## config.mk

```make
export PLATFORM = sky130hd
export DESIGN_NAME = cva6_ptw_sv32
export DESIGN_NICKNAME = d
export VERILOG_FILES = /design/src/rtl/cva6_ptw_sv32.sv
export SDC_FILE = /design/constraint.sdc
export NUM_CORES = 1
export LEC_CHECK = 0
export BUFFER_PORTS_ARGS = -buffer_cell sky130_fd_sc_hd__buf_4
export CAP_MARGIN = 20
export CORE_MARGIN = 8
export CORE_UTILIZATION = 45
export CTS_BUF_LIST = sky130_fd_sc_hd__clkbuf_8
export CTS_CLUSTER_DIAMETER = 80
export DETAILED_ROUTE_END_ITERATION = 10
export PLACE_DENSITY = 0.78
export REMOVE_ABC_BUFFERS = 1
export SYNTH_ARGS = -nofsm -noshare
export SYNTH_HDL_FRONTEND = slang
export SYNTH_SLANG_ARGS = --single-unit
```

## constraint.sdc

```tcl
create_clock -name clk_i -period 2.3 [get_ports clk_i]
set_input_delay 0 -clock clk_i [delete_from_list [all_inputs] [get_ports clk_i]]
set_output_delay 0 -clock clk_i [all_outputs]
set_load 0.03 [all_outputs]
```

## src/rtl/cva6_ptw_sv32.sv

```systemverilog
// rtl/cva6_ptw_sv32.sv - Sv32 page-table walker producing TLB refills or page faults
// One walk in flight; flush aborts it and any already-granted read is drained.
module cva6_ptw_sv32 #(
   parameter int unsigned ASID_WIDTH = 9
) (
   input  logic                  clk_i,
   input  logic                  rst_ni,
   input  logic                  flush_i,
   input  logic [21:0]           satp_ppn_i,
   input  logic                  miss_valid_i,
   input  logic [31:0]           miss_vaddr_i,
   input  logic [ASID_WIDTH-1:0] miss_asid_i,
   output logic                  busy_o,
   output logic                  mem_req_o,
   output logic [33:0]           mem_addr_o,
   input  logic                  mem_gnt_i,
   input  logic                  mem_rvalid_i,
   input  logic [31:0]           mem_rdata_i,
   output logic                  update_valid_o,
   output logic [19:0]           update_vpn_o,
   output logic [ASID_WIDTH-1:0] update_asid_o,
   output logic                  update_is_4M_o,
   output logic [31:0]           update_content_o,
   output logic                  fault_o,
   output logic [31:0]           fault_vaddr_o
);

   typedef enum logic [2:0] {IDLE, REQ, WAIT_RD, DONE, FLUSH_DRAIN} state_e;

   state_e                state_q;
   logic                  lvl_q;
   logic                  fault_q;
   logic                  is_4m_q;
   logic [31:0]           vaddr_q;
   logic [31:0]           content_q;
   logic [ASID_WIDTH-1:0] asid_q;
   logic [33:0]           addr_q;

   logic pte_bad;
   logic pte_ptr;
   logic leaf_bad;

   // Leaf rejection: misaligned superpage, or A clear since A/D are never set by hardware.
   always_comb begin
      pte_bad  = ~mem_rdata_i[0] | (~mem_rdata_i[1] & mem_rdata_i[2]);
      pte_ptr  = ~mem_rdata_i[1] & ~mem_rdata_i[3];
      leaf_bad = (lvl_q & (mem_rdata_i[19:10] != 10'd0)) | ~mem_rdata_i[6];
   end

   always_ff @(posedge clk_i or negedge rst_ni) begin
      if (!rst_ni) begin
         state_q   <= IDLE;
         lvl_q     <= 1'b0;
         fault_q   <= 1'b0;
         is_4m_q   <= 1'b0;
         vaddr_q   <= '0;
         content_q <= '0;
         asid_q    <= '0;
         addr_q    <= '0;
      end else begin
         case (state_q)
            IDLE: begin
               if (miss_valid_i) begin
                  vaddr_q <= miss_vaddr_i;
                  asid_q  <= miss_asid_i;
                  lvl_q   <= 1'b1;
                  addr_q  <= {satp_ppn_i, miss_vaddr_i[31:22], 2'b00};
                  state_q <= REQ;
               end
            end
            REQ: begin
               if (flush_i) begin
                  state_q <= mem_gnt_i ? FLUSH_DRAIN : IDLE;
               end else if (mem_gnt_i) begin
                  state_q <= WAIT_RD;
               end
            end
            WAIT_RD: begin
               if (flush_i) begin
                  state_q <= mem_rvalid_i ? IDLE : FLUSH_DRAIN;
               end else if (mem_rvalid_i) begin
                  if (pte_bad) begin
                     fault_q <= 1'b1;
                     state_q <= DONE;
                  end else if (pte_ptr) begin
                     if (lvl_q) begin
                        lvl_q   <= 1'b0;
                        addr_q  <= {mem_rdata_i[31:10], vaddr_q[21:12], 2'b00};
                        state_q <= REQ;
                     end else begin
                        fault_q <= 1'b1;
                        state_q <= DONE;
                     end
                  end else if (leaf_bad) begin
                     fault_q <= 1'b1;
                     state_q <= DONE;
                  end else begin
                     fault_q   <= 1'b0;
                     content_q <= mem_rdata_i;
                     is_4m_q   <= lvl_q;
                     state_q   <= DONE;
                  end
               end
            end
            DONE: begin
               fault_q <= 1'b0;
               state_q <= IDLE;
            end
            FLUSH_DRAIN: begin
               if (mem_rvalid_i) begin
                  state_q <= IDLE;
               end
            end
            default: state_q <= IDLE;
         endcase
      end
   end

   assign busy_o           = (state_q != IDLE);
   assign mem_req_o        = (state_q == REQ);
   assign mem_addr_o       = addr_q;
   // A flush landing in DONE still kills the pulse.
   assign update_valid_o   = (state_q == DONE) & ~fault_q & ~flush_i;
   assign fault_o          = (state_q == DONE) & fault_q & ~flush_i;
   assign update_vpn_o     = vaddr_q[31:12];
   assign update_asid_o    = asid_q;
   assign update_is_4M_o   = is_4m_q;
   assign update_content_o = content_q;
   assign fault_vaddr_o    = vaddr_q;

endmodule

```

-- Word level (Yosys, flattened, before mapping)
Index checks and enable logic that the tools add are counted.
- word-level logic and storage cells: 83
- register bits: 113
- output and inout bits: 132
- bits of input ports: 101
- equality and inequality tests: 14
- reductions and logical operators: 11
- multiplexer cells: 32
- bitwise logic cells: 18
- operators with widths (cell ; count):
    34-bit two-way mux ; 6
    34-bit one-hot mux with 2 select lines ; 1
    3-bit two-way mux ; 10
    2-bit != test (second input constant) ; 7
    3-bit one-hot mux with 4 select lines ; 1
    6-bit AND reduction ; 2
    1-bit two-way mux ; 11
    10-bit nonzero test ; 1
    1-bit NOT ; 9
    4-bit AND reduction ; 2
    1-bit bitwise AND ; 7
    7-bit AND reduction ; 1
    3-bit by 2-bit == test with 1-bit output (second input constant) ; 2
    4-bit != test (second input constant) ; 1
    1-bit one-hot mux with 2 select lines ; 2
    2-bit nonzero test ; 2
    3-bit by 1-bit == test with 1-bit output (second input constant) ; 1
    3-bit == test (second input constant) ; 1
    3-bit zero test ; 1
    3-bit by 2-bit != test with 1-bit output (second input constant) ; 1
    3-bit != test (second input constant) ; 1
    3-bit nonzero test ; 1
    2-bit two-way mux ; 1
    1-bit bitwise OR ; 2
    2-bit AND reduction ; 1

-- Longest topological paths before layout
Gate-level depths: netlist of the first run.
- depth after elaboration: 9
- gate-level depth with buffers: 6
- gate-level depth less buffers: 4

-- Least setup slack after synthesis of the first run
No wires, ideal clock.
- kind: flip-flop to flip-flop
- start point: register state_q[2]
- end point: register content_q[10], in the netlist update_content_o[10]
- stages on the path, launching flop included: 6
- arrival time: 1.755 ns
- library setup time: 0.125 ns
- path slack: 0.421 ns
- path buffers: 1
- clock period less this slack: 1.879 ns
- required time: 2.175 ns
- path through: dfrtp_1 nor3b_2 o2111ai_1 nor2_1 buf_4 mux2_2
- word-level cells in the longest chain between the ends: 2
- RTL lines (what ; RTL line ; RTL):
    start: declaration ; 30 ; state_e state_q;
    start signal: assignment ; 73 ; state_q <= mem_gnt_i ? FLUSH_DRAIN : IDLE;
    start signal: assignment ; 80 ; state_q <= mem_rvalid_i ? IDLE : FLUSH_DRAIN;
    3-bit by 2-bit == test with 1-bit output ; 61 ; case (state_q)
    6-bit AND reduction (no line) ; - ;
    end signal: assignment ; 99 ; content_q <= mem_rdata_i;
    end: declaration ; 35 ; logic [31:0] content_q;
Every way passes these cells.
A chain may end at the register's enable or synchronous reset.

-- Final worst setup path of the first run
- start point: register state_q[0]
- end point: register state_q[2]
- word-level cells in the longest chain between the ends: 3
- elaborated cells on any way between the ends: 10
- classes of those cells: 7 x eq/ne; 1 x mux; 2 x reduce/logical
- RTL lines (what ; RTL line):
    3-bit by 2-bit == test with 1-bit output (tied with other cells) ; 61
    3-bit != test (no line) (tied with other cells) ; -
    4-bit AND reduction (no line) ; -
Parallel ways exist; a longest one is shown, timed or not.

==> impl_results.md, run 1 <==
* FP Rows at 38
* PortBufs at 230
* Area leader, netlist: dfrtp_1
* Post-synth EDFFs at 0
* Routed Wire Length at between 15 and 20 mm
* Total core area at 10800 um2
* Die area at approximately 15000 um2
* Vias in the first global route at 4421
* Leakage at approximately 3.9 nW
* Rel. slew slack at between 50% and 60%
* Avg Vias per Cell at about 5
* Num CTS Buffers at 9
* Fin util at between 70 and 80%
* TritonCTS clock tree: built
* Post-DR wirelength/cell at between 15 and 20 um
* Max-Cap Viols at 0
* Die Wd at roughly 120 um
* Max stage delay cell, worst path: dlygate4sd3_1
* WS Path Type: register to register
* Sequential cell area at approximately 2800 um2
* Largest net degree at the start of global routing at 53
* H-tree levels at 3
* Asr flop ratio synth at 100%
* PD cells at 1290 nW/um2
* Worst Setup SP: state_q[0]
* Routed Antenna Nets at 0
* Ys flop type: dfrtp_1
* Max clock buf depth at 2
* Total Power at ~10 mW
* Num Clock Sinks at ~110
* Ports at 233
* Setup slack, reg-to-reg at ~0.14 ns
* First-pass GRT wire length at 23.9 mm
* Drt pass-1 iters at 4
* Total grt overflow at 0
* Kind of end point of the critical path: register
* Worst reg2reg path depth at 6
* Initial antenna violation count at 1
* Final hold violations at 0
* Slew Limit Fails at 0
* Max stage delay on crit path at 0.56 ns
* Min-delay worst type: input pin to register
* Hold_sp: satp_ppn_i[13]
* Routed via count at 3894
* Critical path, cell by cell: nand2b_1 -> o21ai_1 -> nand2_1 -> dlygate4sd3_1 -> o21ai_1 -> dlygate4sd3_1
* Period utilization at a little over nine tenths
* Synth Cell Area at roughly 5000 um2
* Hold path endpoint: mem_addr_o[25]
* Nets at roughly 750
* Slew @ Worst Pin at about 0.7 ns
* Latest clock arrival within the worst-skew pair at between 0.3 and 0.4 ns
* Status: complete, no violations
* Most common cell in the synthesized netlist: dfrtp_1
* Max FO, Critical Path at 8
* Initial Util at around 46%
* Hold path cells at 3
* Global placer's final weighted congestion at 0.788
* Footprint of the multi-input gates at 1980 um2
* Detailed Place HPWL at about 10 mm
* Die Y at about 120 um
* Fmax at between 400 and 500 MHz
* DRT iter0 DRCs at 181
* Reg2reg end: state_q[2]
* Peak supply drop at about 940 uV
* Global-route usage over all layers at slightly above 20%
* Synth warn at 0
* Syn-to-layout area delta at 60.3%
* Final setup fails at 0
* CP arrival at about 2.5 ns
* Layout cells sized above 1 at about three fifths
* DRC viols at 0
* Reg-to-reg startpoint: state_q[0]
* Top-area cell type share of the netlist area at a little under three fifths
* Filler instances at just under 700
* Mapped Cells at between 300 and 400
* RSZ-0062 raised after global routing: false
* Startpoint class of the critical path: register
* WP data required at around 2.6 ns
* Synth area leaders: dfrtp_1 (55%), mux2_2 (23%), mux2_4 (9.0%)
* Synthesis-stage register bit count at between 100 and 150
* Cell variety after synth at 34
* Worst-path clk slew at about 0.10 ns
* Avg Cell Area, Syn at approximately 15 um2
* Seq/Total Area, Yosys at a little under three fifths
* Worst clock skew at about 0.0079 ns
* Minimum clock period at around 2.2 ns
* Root Buffer Master: clkbuf_8
* Post-synth top cells: dfrtp_1 (111), mux2_2 (104), mux2_4 (30)
per-layer routing:
layer | global-route usage, % | vias to the layer above | part of all wire (%) | wire, um
met5 | 0 | - | 0 | 0
met4 | 9.41 | 0 | 2.4 | 359
met3 | 6.28 | 28 | 8.1 | 1230
met2 | 35.1 | 167 | 51 | 7820
met1 | 23.1 | 1910 | 38 | 5840
li1 | - | 1789 | - | -
worst max-delay path, delay by kind of cell, from the launching register on:
family | cells | cell delay [ns]
AO/OA/AOI/OAI | 2 | 0.26
buffers and inverters | 2 | 1.12
flip-flops | 1 | 0.46
AND/OR/NAND/NOR | 2 | 0.27
how the worst max path moves through the flow:
stage / depth (start not counted) / to
floorplan: 4 / update_content_o[10]
global placement: 4 / mem_addr_o[3]
detailed placement: 4 / mem_addr_o[25]
CTS: 6 / state_q[2]
global route: 6 / state_q[2]
finish: 6 / state_q[2]
cell type report:
type / count / share of cell area (%)
multi-input combinational: 187 / 24.7
antenna: 1 / 0.0312
clock buffer: 9 / 1.54
timing repair buffer: 337 / 35.4
clock inverter: 7 / 1.50
inverter: 2 / 0.0935
sequential: 111 / 34.6
tap: 140 / 2.18
cells by family after synthesis:
logic type / count (synthesis) / share of synthesized area, %
other: 1 / 0.0749
muxes: 136 / 32.8
buffers and inverters: 40 / 5.42
AOI/OAI and AO/OA: 15 / 2.07
and+or+nand+nor: 34 / 4.15
DFF: 111 / 55.5
registers in the layout, indices dropped and copies added (netlist names):
register	flops
update_content_o	32
fault_vaddr_o	32
fault_q	1
mem_addr_o	32
update_is_4M_o	1
update_asid_o	9
lvl_q	1
state_q	3
per-stage QoR:
step / TNS (ns) / cell area (um2) / instances / hold slack [ns] / setup slack [ns]
2_1_floorplan: -100.06 / 4750 / 300 / -0.296 / -1.90
4_1_cts: 0 / 8010 / 792 / 0.00453 / 0.0386
6_report: 0 / 8030 / 794 / 0.0186 / 0.140
3_3_place_gp: 0 / 6790 / 678 / 0.0807 / 0.317
3_5_place_dp: 0 / 6790 / 678 / 0.0943 / 0.274
5_1_grt: 0 / 8030 / 794 / 0.00349 / 0.0261
cells in the final DEF, fill, tap and decap left out, drive strengths merged, types with 2 or more instances in the layout:
cell	netlist	routed
a21boi	2	2
buf	32	239
bufinv	0	3
clkbuf	6	9
clkinv	0	2
conb	1	2
dfrtp	111	111
dlygate4sd3	0	98
inv	2	3
mux2	135	135
nand2	3	3
nand2b	3	3
nand3	3	3
nand3b	2	2
nor2	9	9
nor2b	4	4
nor4	3	3
o21ai	4	4
o22ai	2	2
or2	2	2
power by group:
part	leakage, nW	internal (mW)	switching [mW]
clock	0.120	0.727	0.661
sequential	1.37	2.70	0.552
combinational	2.43	2.57	3.11
what timing repair did:
item                                    CTS  global route
resized for setup                         0             4
endpoints found under the setup margin    0             1
hold buffers                             98             0
endpoints found under the hold margin   155             0
buffers inserted                          0             1
Power figures use the tool's default switching activity.
==> inputs of run 2 (changes only) <==
- ABC_AREA: default -> 1
- PLACE_DENSITY: 0.78 -> 0.77
==> run 2 against run 1 <==
Sequential power grew 2%. Via count increased by 44%. Register-to-register slack improved by 0.02 ns. Critical path type unchanged. Combinational power up 11%. Non-clock buffer count grew 3. Utilization decreased by 2.8 points. Flip-flop and latch count unchanged. Global-route usage is 3.8 points higher.
==> impl_results.md, run 2 <==
* Status: complete, no violations
* Initial antenna violation count at 0 (-1)
* Post-CTS Setup Inserts at 0 (unchanged)
* Largest family of logic cells by synthesized area: simple AND/OR/NAND/NOR gates
* PD cells at 1360 nW/um2 (+5.5%)
* Worst-path clk slew at 0.10 ns (about the same)
* Detailed Place HPWL at 12.0 mm (+16%)
* Slew @ Worst Pin at 0.886 ns (+0.196 ns)
* Routed via count at 5592 (+44%)
* TritonCTS clock tree: built
* Nets at 1048 (+40%)
* First-pass GRT wire length at 29.3 mm (+22%)
* Fin area at 8070 um2 (+0.51%)
* WP data required at 2.56 ns (-0.05 ns)
* DRT iter0 DRCs at 446 (+150%)
* Setup slack, reg-to-reg at 0.16 ns (+0.02 ns)
* Period utilization at 93.1% (-0.76 points)
* Synth Area in Simple Gates at 34.8% (+31 points)
* Slew Limit Fails at 0 (unchanged)
* FP Rows at 39 (+2.6%)
* Root Buffer Master: clkbuf_8
* Most common cell in the synthesized netlist: nand2_1
* WP buf/inv at 3 (+1)
* Die Wd at 123 um (+1.3%)
* Leakage at 4.46 nW (+14%)
* Top-area cell type share of the netlist area at 53.9% (-1.6 points)
* Finished Layout Cells at 1096 (+38%)
* Min-delay worst type: input pin to register
* RSZ-0062 raised after global routing: false
* Total core area at 11300 um2 (+4.4%)
* Fmax at 467 MHz (+0.82%)
* Mux share of post-synthesis cell area at 0% (-33 points)
* Global placer's final weighted congestion at 0.926 (+18%)
* Mapped Cells at 652 (+93%)
* Synth Cell Area at 5150 um2 (+2.9%)
* Num Clock Sinks at 111 (unchanged)
* Synth Area in Compound Gates at 2.96% (+0.89 points)
* Cell Int Power at 5.48 mW (-8.5%)
* Net Sw Frac at 49.9% (+8.0 points)
* Max stage delay cell, worst path: dfrtp_1
* Max FO, Critical Path at 33 (+25)
* Flop pwr share at 30.3% (-1.2 points)
* DP Cell Count at 980 (+45%)
* Global-route usage over all layers at 24.4% (+3.8 points)
* Latest clock arrival within the worst-skew pair at 0.37 ns (about the same)
* Critical path depth in cells at 10 (+4)
* Critical path, cell by cell: inv_2 -> nand2_2 -> nor2_4 -> buf_4 -> nand2_2 -> nor2_4 -> nand3_2 -> buf_4 -> nand2_1 -> nand2_1
* Clock power share at 11.9% (-1.5 points)
* Adder-Cell Fraction of Synth Area at 0% (unchanged)
* DRC viols at 0 (unchanged)
* Post-DR wirelength/cell at 17.0 um (-12%)
* Avg Vias per Cell at 5.10 (+4.0%)
* Synth warn at 0 (unchanged)
* Die Y at 123 um (+1.3%)
* Kind of end point of the critical path: register
* Reg-to-reg startpoint: state_q[2]
* Hold path endpoint: mem_addr_o[28]
* Hold path cells at 5 (+2)
* Post-synthesis xor/xnor area fraction at 0% (unchanged)
* CP top delay family: simple AND/OR/NAND/NOR gates
* Post-synth top cells: nand2_1 (334), dfrtp_1 (111), nand3_1 (38)
* Area leader, netlist: dfrtp_1
* Final setup fails at 0 (unchanged)
* Sequential cell area at 2780 um2 (about the same)
* Routed Wire Length at 18.6 mm (+22%)
* Commonest cells after routing, fill and taps aside: nand2_1 (334), buf_4 (241), dfrtp_1 (111)
* Drt pass-1 iters at 6 (+2)
* Synth area leaders: dfrtp_1 (54%), nand2_1 (24%), nand4_1 (3.8%)
* Vias in the first global route at 5909 (+34%)
* Area of placed instances at 6850 um2 (+0.83%)
* H-tree levels at 3 (unchanged)
* Ys flop type: dfrtp_1
* Footprint of the multi-input gates at 1980 um2 (+0.25%)
* Worst clock skew at 0.00894 ns (+0.00109 ns)
* Ports at 233 (unchanged)
* Fin Hold WS at 0.0578 ns (+0.0392 ns)
* P_sw at 5.46 mW (+26%)
* Final hold violations at 0 (unchanged)
* Max clock buf depth at 2 (unchanged)
* Avg Cell Area, Syn at 7.91 um2 (-47%)
* Combinational group share of total power at 57.8% (+2.8 points)
* Asr flop ratio synth at 100% (unchanged)
* Final TNS setup at 0 ns (unchanged)
* Worst reg2reg path depth at 10 (+4)
* Reg2reg end: update_content_o[14]
* Post-synth EDFFs at 0 (unchanged)
* Total grt overflow at 0 (unchanged)
* WS Path Type: register to register
* Num CTS Buffers at 9 (unchanged)
* Startpoint class of the critical path: register
* Total Power at 10.9 mW (+6.0%)
* Largest net degree at the start of global routing at 66 (+25%)
* Cell variety after synth at 24 (-29%)
* Syn-to-layout area delta at 56.5%
* Max stage delay on crit path at 0.40 ns (-0.16 ns)
* Max-Cap Viols at 0 (unchanged)
* Synthesis-stage register bit count at 111 (unchanged)
* Peak supply drop at 1210 uV (+28%)
* Routed Antenna Nets at 0 (unchanged)
* Die area at 15100 um2 (+2.6%)
* CP arrival at 2.41 ns (-0.06 ns)
* Seq/Total Area, Yosys at 53.9% (-1.6 points)
* Rel. slew slack at 40.9% (-13 points)
* Filler instances at 824 (+20%)
* Hold_sp: satp_ppn_i[16]
* Commonest non-fill, non-tap cell in the layout: nand2_1
* PortBufs at 230 (unchanged)
* Initial Util at 45.5% (-0.66 points)
* Minimum clock period at 2.14 ns (-0.0175 ns)
* Layout cells sized above 1 at 28.9% (-32 points)
run 2: worst register-to-register path, cell delays in order, from the launching register on:
cell     delay (ns)
dfrtp_1        0.40
inv_2          0.10
nand2_2        0.10
nor2_4         0.14
buf_4          0.30
nand2_2        0.13
nor2_4         0.30
nand3_2        0.11
buf_4          0.27
nand2_1        0.13
nand2_1        0.06
run 2: metal layers:
layer	global-route usage (%)	vias to the layer above	wire length, um
met2	40.2	315	8710
met3	7.40	35	2000
met4	10.7	0	446
met1	28.9	2621	7450
met5	0	-	0
li1	-	2621	-
run 2: kinds of logic after synthesis:
logic type | count (synthesis)
AO/OA/AOI/OAI | 27
buffers and inverters | 81
flip-flops | 111
other | 1
AND/OR/NAND/NOR | 432
run 2: layout make-up:
| type | instances | share of cell area, % |
|---|---|---|
| antenna | 1 | 0.0310 |
| clock buffer | 14 | 2.39 |
| clock inverter | 2 | 0.434 |
| inverter | 23 | 1.07 |
| multi-input combinational | 462 | 24.6 |
| sequential | 111 | 34.4 |
| tap | 143 | 2.22 |
| timing repair buffer | 340 | 34.8 |
run 2: power by group through the flow:
stage               clock network, mW  logic (mW)  registers (mW)
detailed placement                  0        6.13            3.32
global placement                    0        5.99            3.30
global route                     1.40        6.84            3.39
CTS                              1.33        6.31            3.30
floorplan                           0        1.89            4.97
finish                           1.30        6.33            3.32
run 2: how the worst max path moves through the flow:
stage | from | to
5_1_grt | state_q[2] | update_content_o[15]
3_3_place_gp | state_q[1] | mem_addr_o[18]
4_1_cts | state_q[1] | mem_addr_o[28]
3_5_place_dp | state_q[1] | mem_addr_o[28]
2_1_floorplan | state_q[0] | fault_vaddr_o[0]
6_report | state_q[2] | update_content_o[14]
run 2: what timing repair did:
action                                  in CTS  in global routing
gates cloned                                 1                  0
hold buffers                                98                  0
endpoints found under the hold margin      216                  0
resized for setup                            0                  1
pin swaps                                    1                  0
endpoints found under the setup margin      32                 22
run 2: per-stage QoR:
step | util [%] | setup WS, ns
finish | 71.3 | 0.158
global route | 71.2 | 0.0269
CTS | 71.2 | 0.0464
detailed placement | 60.5 | -0.104
global placement | 60.5 | 0.0346
floorplan | - | -0.402
